**config.mk**
```make
export PLATFORM = sky130hd
export DESIGN_NAME = outer_ebi_resp
export DESIGN_NICKNAME = d
export VERILOG_FILES = /design/src/rtl/outer_ebi_resp.sv
export SDC_FILE = /design/constraint.sdc
export NUM_CORES = 2
export LEC_CHECK = 0
export ABC_AREA = 1
export CAP_MARGIN = 0
export CORE_AREA = 4 4 427 429
export CTS_CLUSTER_DIAMETER = 100
export DETAILED_ROUTE_END_ITERATION = 10
export DIE_AREA = 0 0 431 433
export HOLD_SLACK_MARGIN = 0.15
export PLACE_DENSITY = 0.43
export SYNTH_ARGS = -nofsm -noshare
export SYNTH_HDL_FRONTEND = slang
export SYNTH_SLANG_ARGS = --single-unit
```
**constraint.sdc**
```tcl
create_clock -name clk -period 3.2 [get_ports clk]
set_input_delay 0.96 -clock clk [delete_from_list [all_inputs] [get_ports clk]]
set_output_delay 0.96 -clock clk [all_outputs]
set_load 0.02 [all_outputs]
```
**src/rtl/outer_ebi_resp.sv**
```systemverilog
// Off-chip EBI responder: deserialises host request frames from the shared lanes, issues one
// cache-line memory transaction, then serialises the read response or write ack back out.
module outer_ebi_resp #(
    parameter int         DATA_WIDTH       = 64,
    parameter int         PADDR_WIDTH      = 32,
    parameter int         CACHELINE_LENGTH = 512,
    parameter int         EBI_WIDTH        = 16,
    parameter logic [1:0] GRANT_MESI       = 2'b10
) (
    input  logic                        clk,
    input  logic                        rst,
    input  logic [EBI_WIDTH-1:0]        ebi_i,
    output logic [EBI_WIDTH-1:0]        ebi_o,
    output logic [EBI_WIDTH-1:0]        ebi_oen,
    output logic                        mem_req_valid_o,
    input  logic                        mem_req_ready_i,
    output logic                        mem_req_we_o,
    output logic [PADDR_WIDTH-1:0]      mem_req_addr_o,
    output logic [CACHELINE_LENGTH-1:0] mem_req_wdata_o,
    input  logic                        mem_resp_valid_i,
    output logic                        mem_resp_ready_o,
    input  logic [CACHELINE_LENGTH-1:0] mem_resp_rdata_i,
    output logic                        busy_o,
    output logic                        proto_err_o
);

    localparam int AB  = PADDR_WIDTH / EBI_WIDTH;
    localparam int LB  = CACHELINE_LENGTH / EBI_WIDTH;
    localparam int LBW = (LB > 1) ? $clog2(LB) : 1;

    localparam logic [3:0] OP_DR      = 4'd0;
    localparam logic [3:0] OP_DW1     = 4'd1;
    localparam logic [3:0] OP_DW2     = 4'd2;
    localparam logic [3:0] OP_RD_RESP = 4'd7;
    localparam logic [3:0] OP_ACK     = 4'd15;

    localparam logic [5:0] AB_LAST     = 6'(AB - 1);
    localparam logic [5:0] LB_LAST     = 6'(LB - 1);
    localparam logic [5:0] RD_MESI_IDX = 6'(LB + 2);
    localparam logic [5:0] RD_ID_IDX   = 6'(LB + 3);
    localparam logic [5:0] ACK_LAST    = 6'd1;

    localparam logic [EBI_WIDTH-1:0] ALL_ONES  = {EBI_WIDTH{1'b1}};
    localparam logic [EBI_WIDTH-1:0] ALL_ZEROS = {EBI_WIDTH{1'b0}};

    if (((PADDR_WIDTH % EBI_WIDTH) != 0) || ((CACHELINE_LENGTH % EBI_WIDTH) != 0) ||
        ((CACHELINE_LENGTH % DATA_WIDTH) != 0) || ((LB + 4) > 63)) begin : g_param_check
        $error("outer_ebi_resp: unsupported width combination");
    end

    typedef enum logic [3:0] {
        IDLE, RX_OP, RX_ADDR, RX_ATTR, RX_ID, RX_DATA, MEM_REQ, MEM_WAIT, TURN, TX
    } state_t;

    state_t                      state_r, state_s;
    logic [3:0]                  op_r;
    logic [1:0]                  id_r;
    logic [5:0]                  cnt_r;
    logic [PADDR_WIDTH-1:0]      addr_r;
    logic [CACHELINE_LENGTH-1:0] wdata_r, rdata_r;
    logic [EBI_WIDTH-1:0]        ebi_r, oen_r;
    logic                        req_valid_r, req_we_r, resp_ready_r, busy_r, proto_err_r;
    logic                        proto_err_s, opcode_ok_s;
    logic [5:0]                  tx_idx_s, tx_last_s, data_idx_s;
    logic [EBI_WIDTH-1:0]        tx_beat_s;
    logic [EBI_WIDTH-1:0]        rbeats_s [LB];

    // Next-state logic and the protocol-error strobe
    always_comb begin
        state_s     = state_r;
        proto_err_s = 1'b0;
        opcode_ok_s = (ebi_i[EBI_WIDTH-1:4] == {(EBI_WIDTH-4){1'b0}}) && (ebi_i[3:0] <= OP_DW2);
        tx_last_s   = (op_r == OP_DR) ? RD_ID_IDX : ACK_LAST;
        case (state_r)
            IDLE:     if (ebi_i == ALL_ZEROS) state_s = RX_OP; else state_s = IDLE;
            RX_OP: begin
                if (opcode_ok_s) begin
                    state_s = RX_ADDR;
                end else begin
                    state_s     = IDLE;
                    proto_err_s = 1'b1;
                end
            end
            RX_ADDR:  if (cnt_r == AB_LAST) state_s = RX_ATTR; else state_s = RX_ADDR;
            RX_ATTR: begin
                case (op_r)
                    OP_DR:   state_s = RX_ID;
                    OP_DW1:  state_s = RX_DATA;
                    default: state_s = TURN;
                endcase
            end
            RX_ID:    state_s = MEM_REQ;
            RX_DATA:  if (cnt_r == LB_LAST) state_s = MEM_REQ; else state_s = RX_DATA;
            MEM_REQ:  if (req_valid_r && mem_req_ready_i) state_s = MEM_WAIT; else state_s = MEM_REQ;
            MEM_WAIT: if (mem_resp_valid_i) state_s = TURN; else state_s = MEM_WAIT;
            TURN:     state_s = TX;
            TX:       if (cnt_r == tx_last_s) state_s = IDLE; else state_s = TX;
            default:  state_s = IDLE;
        endcase
    end

    // Transmit beat selection: the beat that will be on the lanes after the coming edge
    always_comb begin
        for (int k = 0; k < LB; k++) begin
            rbeats_s[k] = rdata_r[k*EBI_WIDTH +: EBI_WIDTH];
        end
        if (state_r == TX) begin
            tx_idx_s = cnt_r + 6'd1;
        end else begin
            tx_idx_s = 6'd0;
        end
        data_idx_s = tx_idx_s - 6'd2;
        case (tx_idx_s)
            6'd0:        tx_beat_s = ALL_ZEROS;
            6'd1:        tx_beat_s = {{(EBI_WIDTH-4){1'b0}}, ((op_r == OP_DR) ? OP_RD_RESP : OP_ACK)};
            RD_MESI_IDX: tx_beat_s = {{(EBI_WIDTH-2){1'b0}}, GRANT_MESI};
            RD_ID_IDX:   tx_beat_s = {{(EBI_WIDTH-2){1'b0}}, id_r};
            default:     tx_beat_s = rbeats_s[data_idx_s[LBW-1:0]];
        endcase
    end

    // State, counters, frame capture and registered outputs
    always_ff @(posedge clk) begin
        if (rst) begin
            state_r      <= IDLE;
            cnt_r        <= 6'd0;
            op_r         <= 4'd0;
            id_r         <= 2'd0;
            addr_r       <= {PADDR_WIDTH{1'b0}};
            wdata_r      <= {CACHELINE_LENGTH{1'b0}};
            rdata_r      <= {CACHELINE_LENGTH{1'b0}};
            ebi_r        <= ALL_ONES;
            oen_r        <= ALL_ONES;
            req_valid_r  <= 1'b0;
            req_we_r     <= 1'b0;
            resp_ready_r <= 1'b0;
            busy_r       <= 1'b0;
            proto_err_r  <= 1'b0;
        end else begin
            state_r      <= state_s;
            cnt_r        <= (state_s != state_r) ? 6'd0 : cnt_r + 6'd1;
            proto_err_r  <= proto_err_s;
            req_valid_r  <= (state_s == MEM_REQ);
            req_we_r     <= (state_s == MEM_REQ) && (op_r == OP_DW1);
            resp_ready_r <= (state_s == MEM_WAIT);
            busy_r       <= (state_s != IDLE);
            if (state_r == RX_OP) op_r <= ebi_i[3:0];
            if (state_r == RX_ID) id_r <= ebi_i[1:0];
            for (int k = 0; k < AB; k++) begin
                if ((state_r == RX_ADDR) && (cnt_r == 6'(k))) addr_r[k*EBI_WIDTH +: EBI_WIDTH] <= ebi_i;
            end
            for (int k = 0; k < LB; k++) begin
                if ((state_r == RX_DATA) && (cnt_r == 6'(k))) wdata_r[k*EBI_WIDTH +: EBI_WIDTH] <= ebi_i;
            end
            if ((state_r == MEM_WAIT) && mem_resp_valid_i && (op_r == OP_DR)) rdata_r <= mem_resp_rdata_i;
            // Lanes are only driven while in TX; the edge leaving TX releases them together with the data
            if (state_s == TX) begin
                ebi_r <= tx_beat_s;
                oen_r <= ALL_ZEROS;
            end else begin
                ebi_r <= ALL_ONES;
                oen_r <= ALL_ONES;
            end
        end
    end

    assign ebi_o            = ebi_r;
    assign ebi_oen          = oen_r;
    assign mem_req_valid_o  = req_valid_r;
    assign mem_req_we_o     = req_we_r;
    assign mem_req_addr_o   = addr_r;
    assign mem_req_wdata_o  = wdata_r;
    assign mem_resp_ready_o = resp_ready_r;
    assign busy_o           = busy_r;
    assign proto_err_o      = proto_err_r;

endmodule

```
==> results.py <==
metrics = {
    "run_status": {
        "status": "finished clean",
    },
    "logic_synthesis": {
        "syn_inst": 5654,
        "synth_flop_cell": "dfxtp_1",
        "synth_cell_types": 35,
        "ys.warnings.count": 0,
        "netlist_area_um2": 43200,
        "yosysSeqAreaShare": 0.507,
        "netlist.area_leader.share": 0.507,
        "yosys.cell_count.top_type": "dfxtp_1",
        "synth_seq_cells": 1094,
        "async_flop_share": 0,
        "synth_edf_count": 0,
        "synth_top_area_cell": "dfxtp_1",
        "synth.area.top_cells": "dfxtp_1 (51%), o21ai_0 (9.1%), a21oi_1 (8.2%)",
        "synth_fp_nets": 6191,
        "synth_common_cells": "dfxtp_1 (1,094), o21ai_0 (783), nor2_1 (763)",
        "synth_area_per_cell_um2": 7.64,
    },
    "timing": {
        "period_share": 0.959,
        "period_needed_ns": 3.07,
        "final_hold_viol_count": 0,
        "finClkSkew_ns": 0.0470,
        "tightest_slew_ns": 0.993,
        "max_clock_freq_mhz": 326,
        "drv_slew": 0,
        "setup_tns_ns": 0,
        "setup_violations": 0,
        "rsz0062_at_grt": "no",
        "relSlewSlack": 0.338,
        "whs_ns": 0.442,
    },
    "placement": {
        "port_buffers": 1112,
        "dpl_cell_area_um2": 56800,
        "post-dp-hpwl_mm": 167,
        "dpl.cell_count": 8805,
        "gp_congestion": 0.880,
    },
    "final_layout": {
        "area_growth_pct": 42.4,
        "final_area_um2": 61500,
        "multi_input_area_um2": 17500,
        "seq_area_um2": 21900,
        "drive_above_1_share": 0.0755,
        "nets": 7126,
        "fillers": 18800,
        "final_cells": 9067,
    },
    "setup_path": {
        "arrival_ns": 3.73,
        "path_max_fanout": 83,
        "endpoint_kind": "flop",
        "start_kind": "flop",
        "r2r_slack_ns": 0.13,
        "r2r_end": "ebi_o[7]",
        "reg2reg_from": "cnt_r[1]",
        "rr_worst_depth": 12,
        "path_class": "flop to flop",
        "required_ns": 3.86,
    },
    "pwr": {
        "p_leak_nw": 24.2,
        "power.total_mw": 31.4,
        "power_density_nw_per_um2": 510,
        "irDropWorstVdd_uv": 427,
    },
    "routing": {
        "num_vias": 43500,
        "drt-total-wl_mm": 235,
        "wire_per_inst_um": 25.9,
        "drc": 0,
        "drtIter0Drc": 3160,
        "ant_nets": 0,
        "routed_via_density": 4.79,
        "firstDrtPassIters": 5,
    },
    "hold_path": {
        "hold_path_class": "flop to flop",
        "hold_path_startpoint": "mem_req_wdata_o[486]",
        "min_path_cells": 2,
        "hold_end": "mem_req_wdata_o[486]",
    },
    "die": {
        "start_util": 0.242,
        "num_io_pins": 1113,
        "die_area_um2": 187000,
        "die-height_um": 433,
        "num_rows": 155,
        "die_w_um": 431,
        "core_um2": 178000,
    },
    "clock_tree": {
        "cts_tree": "done",
        "clk-insertion-delay-late_ns": 0.80,
        "ctsLongestPathBuffers": 3,
        "clkTransAtPathRegs_ns": 0.06,
        "cts.sinks": 1094,
        "cts-root-buf": "clkbuf_16",
        "post_cts_buffers": 0,
        "cts_max_level": 4,
        "cts_inserted_buffers": 137,
    },
    "global_routing": {
        "grt_max_degree": 130,
        "grt_pass1_wl_mm": 326,
        "antenna_found_initial": 33,
        "grtUsageTotal": 0.240,
        "globalRoute.totalOverflow": 0,
        "grt_pass1_vias": 42800,
    },
    "job": {
        "max_cap_viol_count": 0,
    },
}
[repair_timing]
item | 4_1_cts | 5_1_grt
gates resized for setup | 1 | 1
pin swaps | 0 | 1
gates cloned | 0 | 0
setup endpoints to repair | 16 | 2
hold buffers | 0 | 0
[through the flow]
stage | utilization | setup slack [ns]
floorplan | - | 0.0269
global placement | 0.319 | 0.0926
detailed placement | 0.319 | 0.145
CTS | 0.345 | 0.126
global route | 0.345 | 0.0225
finish | 0.345 | 0.131
[power breakdown]
| part | switching, mW | leakage, nW | internal (mW) |
|---|---|---|---|
| logic | 0.930 | 13.2 | 0.753 |
| registers | 0.00794 | 8.81 | 13.6 |
| clock network | 6.50 | 2.28 | 9.57 |
[sequential cells by signal, indices dropped and copies added (netlist names)]
name              flops
state_r               4
proto_err_o           1
ebi_oen               1
mem_req_addr_o       32
op_r                  4
ebi_o                16
mem_req_wdata_o     512
busy_o                1
mem_req_valid_o       1
cnt_r                 6
mem_req_we_o          1
mem_resp_ready_o      1
rdata_r             512
id_r                  2
[area by class of cell]
cell class              count  area share
diodes                     22    0.000895
well taps                2355      0.0479
repair buffers           1321       0.214
clock inverters            44      0.0105
clock buffers             196      0.0646
multi-input cells        3702       0.285
flip-flops and latches   1094       0.356
inverters                 333      0.0207
[cells by family (layout without fill, tap and decap cells)]
logic type                 Yosys count  in the layout  synth area share
AOI/OAI and AO/OA                 1811           1811             0.215
xor gates and xnor gates             1              1          0.000203
adders and majority gates            5              5           0.00145
buffers and inverters              858           1894            0.0889
DFF                               1094           1094             0.507
other                                0             22                 0
and+or+nand+nor                   1885           1885             0.188
[worst max-delay path: stages (launching register included)]
cell and delay [ns]:
dfxtp_1 0.44, inv_1 0.12, ha_2 0.31, nand2_4 0.10, buf_12 0.35, buf_4 0.59
nand3_1 0.22, nand3_1 0.12, nand2_1 0.19, nand2_1 0.14, nand3_1 0.07, nand3_1 0.10
nand2_1 0.05
[worst max-delay path by stage]
stage          cells after the start  slack (ns)  startpoint       end
2_1_floorplan                     18        0.03    cnt_r[0]  ebi_o[0]
3_3_place_gp                      12        0.09   ebi_i[10]  cnt_r[5]
3_5_place_dp                      12        0.15   ebi_i[11]  cnt_r[4]
4_1_cts                           13        0.13    cnt_r[1]  ebi_o[7]
5_1_grt                           13        0.02    cnt_r[1]  ebi_o[7]
6_report                          12        0.13    cnt_r[1]  ebi_o[7]
[layer usage]
layer,track usage,wire length [µm]
met1,0.276,92200
met3,0.0641,15600
met4,0.115,11900
met5,0,21
met2,0.414,115000
[cell usage in the layout, fill, tap and decap left out, types with 2 or more instances in the layout]
master and instances:
inv_2 26, o21ai_0 783, nor2_8 11, clkbuf_16 140
buf_4 169, a21oi_1 705, inv_6 7, inv_8 2
clkbuf_1 30, nand3_1 554, buf_12 39, clkdlybuf4s50_1 1111
nor2_4 7, dfxtp_1 1092, bufinv_16 11, inv_16 2
o211ai_1 6, o21ai_1 250, nand2_2 6, nor3_2 3
nor2_2 17, diode_2 22, nor3_4 2, nand2_4 2
nand2_1 514, inv_1 303, nand4_1 5, ha_1 3
nor3_1 3, o2111ai_1 33, a211oi_1 32, clkinv_16 2
nor2_1 757, clkinv_2 18, clkbuf_8 26, clkinv_8 4
Power figures use the tool's default switching activity.
